==> config.mk <==
export PLATFORM = sky130hd
export DESIGN_NAME = mul_add_result_collector
export DESIGN_NICKNAME = d
export VERILOG_FILES = /design/src/rtl/mul_add_collect_pkg.sv /design/src/rtl/mul_add_collect_fifo.sv /design/src/rtl/mul_add_result_collector.sv
export SDC_FILE = /design/constraint.sdc
export NUM_CORES = 1
export LEC_CHECK = 0
export CORE_ASPECT_RATIO = 2
export CORE_MARGIN = 10
export CORE_UTILIZATION = 40
export DETAILED_ROUTE_END_ITERATION = 12
export HOLD_SLACK_MARGIN = 0.1
export PLACE_DENSITY = 0.66
export SLEW_MARGIN = 10
export SYNTH_ARGS = -nofsm -noshare
export SYNTH_HDL_FRONTEND = slang
export SYNTH_SLANG_ARGS = --single-unit
export TNS_END_PERCENT = 1
==> constraint.sdc <==
create_clock -name clk -period 4.15 [get_ports clk]
set_clock_uncertainty 0.15 [all_clocks]
set_input_delay 0.415 -clock clk [delete_from_list [all_inputs] [get_ports clk]]
set_output_delay 0.415 -clock clk [all_outputs]
set_load 0.01 [all_outputs]
==> src/rtl/mul_add_collect_pkg.sv <==
// Shared defaults and the record type used by the mul-add result collector.
package mul_add_collect_pkg;

  localparam int unsigned DEF_DATA_W     = 32;
  localparam int unsigned DEF_ACC_W      = 48;
  localparam int unsigned DEF_GROUP      = 4;
  localparam int unsigned DEF_FIFO_DEPTH = 4;
  localparam int unsigned DEF_CNT_W      = $clog2(DEF_GROUP + 1);
  localparam int unsigned DEF_LVL_W      = $clog2(DEF_FIFO_DEPTH + 1);

  typedef struct packed {
    logic [DEF_ACC_W-1:0] sum;
    logic [DEF_CNT_W-1:0] count;
    logic                 partial;
  } collect_rec_t;

endpackage

==> src/rtl/mul_add_collect_fifo.sv <==
// First-word fall-through record FIFO; a push into a full FIFO is accepted only
// when a pop happens in the same cycle.
module mul_add_collect_fifo import mul_add_collect_pkg::*; #(
  parameter type         rec_t = collect_rec_t,
  parameter int unsigned DEPTH = DEF_FIFO_DEPTH,
  localparam int unsigned LVL_W = $clog2(DEPTH + 1)
) (
  input  logic             clk,
  input  logic             rst_n,
  input  logic             push_i,
  input  rec_t             wdata_i,
  input  logic             pop_i,
  output rec_t             rdata_o,
  output logic             full_o,
  output logic             empty_o,
  output logic [LVL_W-1:0] level_o
);

  localparam int unsigned AddrW = $clog2(DEPTH);

  rec_t             mem_q [DEPTH];
  logic [AddrW-1:0] wr_ptr_q, wr_ptr_d;
  logic [AddrW-1:0] rd_ptr_q, rd_ptr_d;
  logic [LVL_W-1:0] level_q, level_d;
  logic             do_push, do_pop;

  always_comb begin
    empty_o  = (level_q == '0);
    full_o   = (level_q == LVL_W'(DEPTH));
    do_pop   = pop_i & ~empty_o;
    do_push  = push_i & (~full_o | do_pop);
    level_d  = level_q + LVL_W'(do_push) - LVL_W'(do_pop);
    wr_ptr_d = do_push ? wr_ptr_q + AddrW'(1) : wr_ptr_q;
    rd_ptr_d = do_pop ? rd_ptr_q + AddrW'(1) : rd_ptr_q;
    rdata_o  = empty_o ? '0 : mem_q[rd_ptr_q];
    level_o  = level_q;
  end

  always_ff @(posedge clk) begin
    if (!rst_n) begin
      wr_ptr_q <= '0;
      rd_ptr_q <= '0;
      level_q  <= '0;
    end else begin
      wr_ptr_q <= wr_ptr_d;
      rd_ptr_q <= rd_ptr_d;
      level_q  <= level_d;
    end
  end

  // Storage needs no reset: the read port is masked while empty.
  always_ff @(posedge clk) begin
    if (do_push) begin
      mem_q[wr_ptr_q] <= wdata_i;
    end
  end

endmodule

==> src/rtl/mul_add_result_collector.sv <==
// Sums groups of GROUP mul-add results (or fewer on flush) and queues the closed
// records; never stalls the input, drops records and flags overflow when full.
module mul_add_result_collector import mul_add_collect_pkg::*; #(
  parameter int unsigned DATA_W     = DEF_DATA_W,
  parameter int unsigned ACC_W      = DEF_ACC_W,
  parameter int unsigned GROUP      = DEF_GROUP,
  parameter int unsigned FIFO_DEPTH = DEF_FIFO_DEPTH,
  localparam int unsigned CNT_W     = $clog2(GROUP + 1),
  localparam int unsigned LVL_W     = $clog2(FIFO_DEPTH + 1)
) (
  input  logic              clk,
  input  logic              rst_n,
  input  logic              in_valid,
  input  logic [DATA_W-1:0] in_data,
  input  logic              flush,
  output logic              out_valid,
  input  logic              out_ready,
  output logic [ACC_W-1:0]  out_sum,
  output logic [CNT_W-1:0]  out_count,
  output logic              out_partial,
  output logic              overflow,
  output logic [LVL_W-1:0]  fifo_level
);

  // Same layout as collect_rec_t, sized by this instance's parameters.
  typedef struct packed {
    logic [ACC_W-1:0] sum;
    logic [CNT_W-1:0] count;
    logic             partial;
  } rec_t;

  logic [ACC_W-1:0] acc_q, acc_d, acc_nx, data_ext;
  logic [CNT_W-1:0] cnt_q, cnt_d, cnt_nx;
  logic             ovf_q, ovf_d;
  logic             push, pop, full, empty;
  rec_t             push_rec, head_rec;

  always_comb begin
    data_ext               = '0;
    data_ext[DATA_W-1:0]   = in_data;
    acc_nx                 = acc_q;
    cnt_nx                 = cnt_q;
    if (in_valid) begin
      acc_nx = acc_q + data_ext;
      cnt_nx = cnt_q + CNT_W'(1);
    end
    // A flush landing on the GROUP-th beat folds into the same single record.
    push = (in_valid && (cnt_nx == CNT_W'(GROUP))) ||
           (flush && ((cnt_q != '0) || in_valid));
    push_rec.sum     = acc_nx;
    push_rec.count   = cnt_nx;
    push_rec.partial = (cnt_nx != CNT_W'(GROUP));
    acc_d            = push ? '0 : acc_nx;
    cnt_d            = push ? '0 : cnt_nx;
    pop              = ~empty & out_ready;
    ovf_d            = ovf_q | (push & full & ~pop);
  end

  always_ff @(posedge clk) begin
    if (!rst_n) begin
      acc_q <= '0;
      cnt_q <= '0;
      ovf_q <= 1'b0;
    end else begin
      acc_q <= acc_d;
      cnt_q <= cnt_d;
      ovf_q <= ovf_d;
    end
  end

  mul_add_collect_fifo #(
    .rec_t (rec_t),
    .DEPTH (FIFO_DEPTH)
  ) u_fifo (
    .clk     (clk),
    .rst_n   (rst_n),
    .push_i  (push),
    .wdata_i (push_rec),
    .pop_i   (pop),
    .rdata_o (head_rec),
    .full_o  (full),
    .empty_o (empty),
    .level_o (fifo_level)
  );

  always_comb begin
    out_valid   = ~empty;
    out_sum     = head_rec.sum;
    out_count   = head_rec.count;
    out_partial = head_rec.partial;
    overflow    = ovf_q;
  end

endmodule
==> results of run 1 <==
## per-stage QoR
stage / worst slack (ns) / util (%) / power, W / cell area, um2
after floorplan: 0.6364 / - / 0.004718 / 12630
after CTS: 0.6910 / 47.43 / 0.007982 / 14850
final: 0.8049 / 47.43 / 0.007864 / 14850
after global routing: 0.5596 / 47.43 / 0.008279 / 14850
after global placement: 0.4282 / 44.93 / 0.005708 / 14070
after detailed placement: 0.4158 / 44.93 / 0.005755 / 14070
## worst max-delay path, cell delays in order (launching register included)
cell and delay, ns:
dfxtp_1 0.40, ha_1 0.18, nand2_1 0.07, xnor2_1 0.43, a31oi_1 0.15, nor2_1 0.11
a21oi_1 0.06, buf_4 0.19, nor2_2 0.32, and2_2 0.62, buf_12 0.33
## Yosys cell counts, drive strengths merged (20+ instances only)
library cell,instances
nor2,28
mux4,52
and2,95
a21oi,61
o21ai,34
xnor2,26
nand2,62
edfxtp,208
clkbuf,29
mux2,22
and3,20
dfxtp,61
inv,24
nand3,20
ha,40
## power by group
part	switching (W)	internal, W	leakage, nW
Clock	0.000951	0.00127	0.383
Sequential	0.000137	0.00316	2.36
Combinational	0.00109	0.00126	2.44
Total	0.00218	0.00568	5.19
## layer usage
layer  part of all wire (%)  vias up
met3                    5.2       42
met2                     49      192
li1                       -     3650
met5                      0        -
met4                    2.0        0
met1                     44     3859
## kinds of logic (layout without fill, tap and decap cells)
| logic type | after synthesis | after routing | share of synthesized area, % |
|---|---|---|---|
| adders and majority gates | 42 | 42 | 4.278 |
| xor gates and xnor gates | 39 | 39 | 2.704 |
| and+or+nand+nor | 273 | 273 | 12.05 |
| AOI/OAI and AO/OA | 154 | 154 | 8.041 |
| muxes | 78 | 78 | 11.55 |
| DFF | 269 | 269 | 59.10 |
| buffers and inverters | 70 | 174 | 2.278 |
## cell type report
type | count | area, um2 | share of cell area [%]
Clock inverter | 9 | 96.34 | 0.6487
Clock buffer | 36 | 686.9 | 4.625
Sequential cell | 269 | 7472 | 50.32
Timing Repair Buffer | 105 | 1091 | 7.347
Inverter | 24 | 90.09 | 0.6066
Tap cell | 423 | 529.3 | 3.564
Multi-Input combinational cell | 586 | 4885 | 32.89
## sequential cells by signal, indices dropped and copies added, names as in the netlist, named ones only
| signal | flops |
|---|---|
| acc_q | 48 |
| cnt_q | 3 |
| overflow | 1 |
| u_fifo.level_o | 3 |
| u_fifo.mem_q | 208 |
| u_fifo.rd_ptr_q | 2 |
| u_fifo.wr_ptr_q | 2 |
## worst min path at each step
stage	to	slack, ns	cells after the start
after floorplan	acc_q[37]$_SDFF_PP0_	0.31	2
after global placement	overflow$_SDFF_PN0_	0.30	1
after detailed placement	overflow$_SDFF_PN0_	0.31	1
after CTS	u_fifo.mem_q[0][3]$_DFFE_PP_	0.31	3
after global routing	overflow$_SDFF_PN0_	0.34	1
final	overflow$_SDFF_PN0_	0.32	1
## cell usage in the layout (no fill, tap or decap), types with 3 or more instances in the layout
master           netlist  routed
nand2b_1               8       8
a21oi_1               55      55
buf_4                  0       6
a21o_1                14      14
or3_1                  4       4
o21ai_0               27      27
mux4_2                52      52
ha_1                  40      40
clkinv_2               0       5
edfxtp_1             208     208
and2_1                93      89
mux2_2                22      22
a21oi_2                6       6
o21ai_1                5       5
dfxtp_1               61      59
xor2_1                13      13
and3_1                19      19
buf_12                 0       6
inv_1                 24      24
nand4_1               14      14
or3_4                  4       4
nand2_1               62      62
nor2b_1                6       6
a31oi_1                7       7
clkbuf_1              29       9
o211ai_1               5       5
nor3_1                 3       3
xnor2_1               26      26
nor2_1                27      27
a211oi_1               4       4
and2_2                 1       5
clkbuf_16              0      25
o21bai_1               5       5
mux2i_1                4       4
nand3_1               17      17
clkdlybuf4s50_1        0      92
==> metrics.txt, run 1 <==
Max VDD drop=0.0004161 V; ANT cells=0; first-pass GRT wire length=44780 um; final setup violation count=0; Num CTS Buffers=25; status=complete, no violations; HP Class=flip-flop to flip-flop; Setup Fix Bufs, Post-CTS=0; Worst-path clk slew=0.06 ns; # hold bufs at CTS=0; DIE AREA=39530 um2; worst endpoint required time=4.20 ns; synth unique cells=69; leak pwr=5.189 nW; GRT met2 Usage=23.64%; Slew HR=30.73%; Fill cells=2806; largest net degree at the start of global routing=54; R2R Path Start=cnt_q[0]$_SDFF_PP0_; dominant cells by area after synthesis=edfxtp_1 (49%), dfxtp_1 (9.7%), mux4_2 (9.3%); gr usage total=13.88%; chip height=271.3 um; Syn Nets=1004; total grt overflow=0; # rows=92; maximum clock path buffer count=3; Crit. End Element=flip-flop; synthesized area per cell=13.66 um2; register bit total from synthesis=269; setup slack, reg-to-reg=0.80 ns; GRT met3 Usage=2.683%; CTS tree=done; Final Hold Viols=0; Buffers on Ports=93; Max Fclk=298.9 MHz; Critical Path End=u_fifo.mem_q[2][24]$_DFFE_PP_; H-tree depth=1; Synth Flop Type=edfxtp_1; DRC Markers=0; Placer Congestion=0.9089; asr flop ratio synth=0%; reg2reg path depth=10; Post-CTS Resized=0; Slew @ Worst Pin=1.039 ns; via count=7743; nets=1090; CTS sink cnt=269; synthesized area=12630 um2; minimum hold slack=0.3180 ns; global routing usage on met1=17.69%; Critical path origin=cnt_q[0]$_SDFF_PP0_; non-filler cells, final=1452; die width=145.7 um; max_cap viols=0; vias in the first global route=8048; layout cells sized above 1=14.87%; post-route minimum period=3.345 ns; YS warnings=0; sequential area share after synthesis=59.10%; HP Start=overflow$_SDFF_PN0_; Final ANT Viol Nets=0; busiest grt layer=met2; Startpoint Class=flip-flop; Placed Cells=1407; WS Path Type=flip-flop to flip-flop; worst r2r dst=u_fifo.mem_q[2][24]$_DFFE_PP_; cell count after synthesis=925; Worst EP arrival=3.40 ns; area of the core=31310 um2; Total Wirelength=28090 um; routed len/inst=19.34 um; Layout area overhead=17.54%; setup TNS=0 ns; top cell type's share of synthesized area=49.44%; Post-synth EDFFs=208; clock root buffer=clkbuf_16; I/O Pins=94; RSZ-0062 raised after global routing=false; Power Density=529.6 nW/um2; Post-DP HPWL=18630 um; final period utilization=80.60%; Synth area leader=edfxtp_1; worst-path fanout max=34; Vias/cell=5.333; antenna violations before repair=0; Slew Viols, Final=0; DR iter-0 viols=508; first-pass detailed-route iteration total=5; initial core utilization=40.35%; Worst-Skew Late Latency=0.52 ns
(Power assumes the default switching activity.)
==> run 2, diff against run 1 <==
- clock period: 4.15 -> 3.2 ns (I/O delays scaled with it)
==> metrics.txt, run 2 (synthesis gave the netlist of run 1 again) <==
status=complete, no violations; Net Sw Power=0.002859 W; final core occ=49.74%; Max VDD drop=0.0005511 V; final setup violation count=0; via count=8068; Seq pwr share=40.0%; Clk network pwr share=28.3%; Layout area overhead=23.26%; non-filler cells, final=1530; final period utilization=95.16%; DRC Markers=0; WS Path Type=flip-flop to flip-flop; gr usage total=14.45%; final setup margin=0.1547 ns; H-tree depth=1; number of flip-flops in the largest register=208; first-pass GRT wire length=46640 um; Final ANT Viol Nets=0; Biggest register=u_fifo.mem_q; minimum hold slack=0.2558 ns; layout cells sized above 1=21.68%; Slew HR=26.33%; design internal power=0.007676 W; commonest non-fill, non-tap cell in the layout=edfxtp_1; HP Class=primary input to flip-flop; clock root buffer=clkbuf_16; maximum clock path buffer count=3; initial core utilization=40.35%; ANT cells=0; most frequent cells in the layout=edfxtp_1 (208), clkdlybuf4s50_1 (92), and2_1 (89); Slew @ Worst Pin=1.105 ns; first-pass detailed-route iteration total=5; DIE AREA=39530 um2; # rows=92; Comb power frac=31.7%; worst-path fanout max=4; Worst EP arrival=3.27 ns; chip height=271.3 um; Sw Ratio=27.14%; Vias/cell=5.273; post-route minimum period=3.045 ns; routed len/inst=18.90 um; DR iter-0 viols=454; largest net degree at the start of global routing=54; RSZ-0062 raised after global routing=true; Slew Viols, Final=0; CTS tree=done; die width=145.7 um; max_cap viols=0; Power Density=676.5 nW/um2; Max Fclk=328.4 MHz; worst endpoint required time=3.43 ns; Buffers on Ports=93; top flop regs=u_fifo.mem_q (208), acc_q (48); pre-CTS setup slack=-0.4563 ns; CTS sink cnt=269; area of the core=31310 um2; Worst-path clk slew=0.06 ns; Total Wirelength=28910 um; leak pwr=5.612 nW; I/O Pins=94; Startpoint Class=flip-flop; total grt overflow=0; Worst-Skew Late Latency=0.53 ns; vias in the first global route=8538; Final Power=0.01054 W; nets=1171; Final Hold Viols=0; Placer Congestion=0.8891; Crit. End Element=flip-flop; # hold bufs at CTS=0; antenna violations before repair=0; Num CTS Buffers=24; Post-DP HPWL=19410 um; Placed Cells=1483
run 2: stage by stage:
stage	setup TNS (ns)	cell area, um2
floorplan	-34.08	12640
global placement	-19.03	14650
detailed placement	-21.73	14650
CTS	0	15450
global route	-0.08917	15570
finish	0	15570
run 2: critical path, cell delays in order, from the launching register on:
cell and delay (ns):
dfxtp_1 0.34, ha_2 0.18, inv_1 0.05, fa_1 0.38, nand2b_4 0.17, a21oi_4 0.18, o2111ai_4 0.16, a2111oi_4 0.49
nor2_1 0.15, o21ai_1 0.17, mux2_2 0.36, nand2_1 0.12
run 2: final timing paths:
path	from	endpoint	slack, ns	cells past startpoint
worst min register to register	overflow$_SDFF_PN0_	overflow$_SDFF_PN0_	0.33	1
worst max register to register	acc_q[0]$_SDFF_PP0_	u_fifo.mem_q[3][28]$_DFFE_PP_	0.15	11
worst max-delay path	acc_q[0]$_SDFF_PP0_	u_fifo.mem_q[3][28]$_DFFE_PP_	0.15	11
worst min-delay path	in_valid	acc_q[30]$_SDFF_PP0_	0.26	5
run 2: layer usage:
| metal | GRT usage, % | share of wire, % | up-vias |
|---|---|---|---|
| li1 | - | - | 3802 |
| met1 | 18.14 | 43 | 4029 |
| met2 | 25.03 | 50 | 194 |
| met3 | 2.483 | 4.8 | 43 |
| met4 | 4.009 | 2.1 | 0 |
| met5 | 0 | 0 | - |
run 2: what timing repair did:
| action | 4_1_cts | 5_1_grt |
|---|---|---|
| setup buffers | 0 | 6 |
| endpoints found under the setup margin | 1 | 40 |
| pin swaps | 1 | 6 |
| resized for setup | 0 | 13 |
run 2: final cells by class:
class / instances / area (um2)
multi-input cells: 586 / 4959
clock buffers: 32 / 661.9
clock inverters: 9 / 142.6
well taps: 423 / 529.3
fillers: 2732 / 15740
repair buffers: 187 / 1719
flip-flops and latches: 269 / 7472
inverters: 24 / 90.09
run 2: power by group through the flow:
stage	combinational [W]	clock (W)	sequential [W]
3_5_place_dp	0.00331	0	0.00433
2_1_floorplan	0.00189	0	0.00423
3_3_place_gp	0.00329	0	0.00431
5_1_grt	0.00366	0.00319	0.00424
6_report	0.00334	0.00298	0.00421
4_1_cts	0.00334	0.00305	0.00425
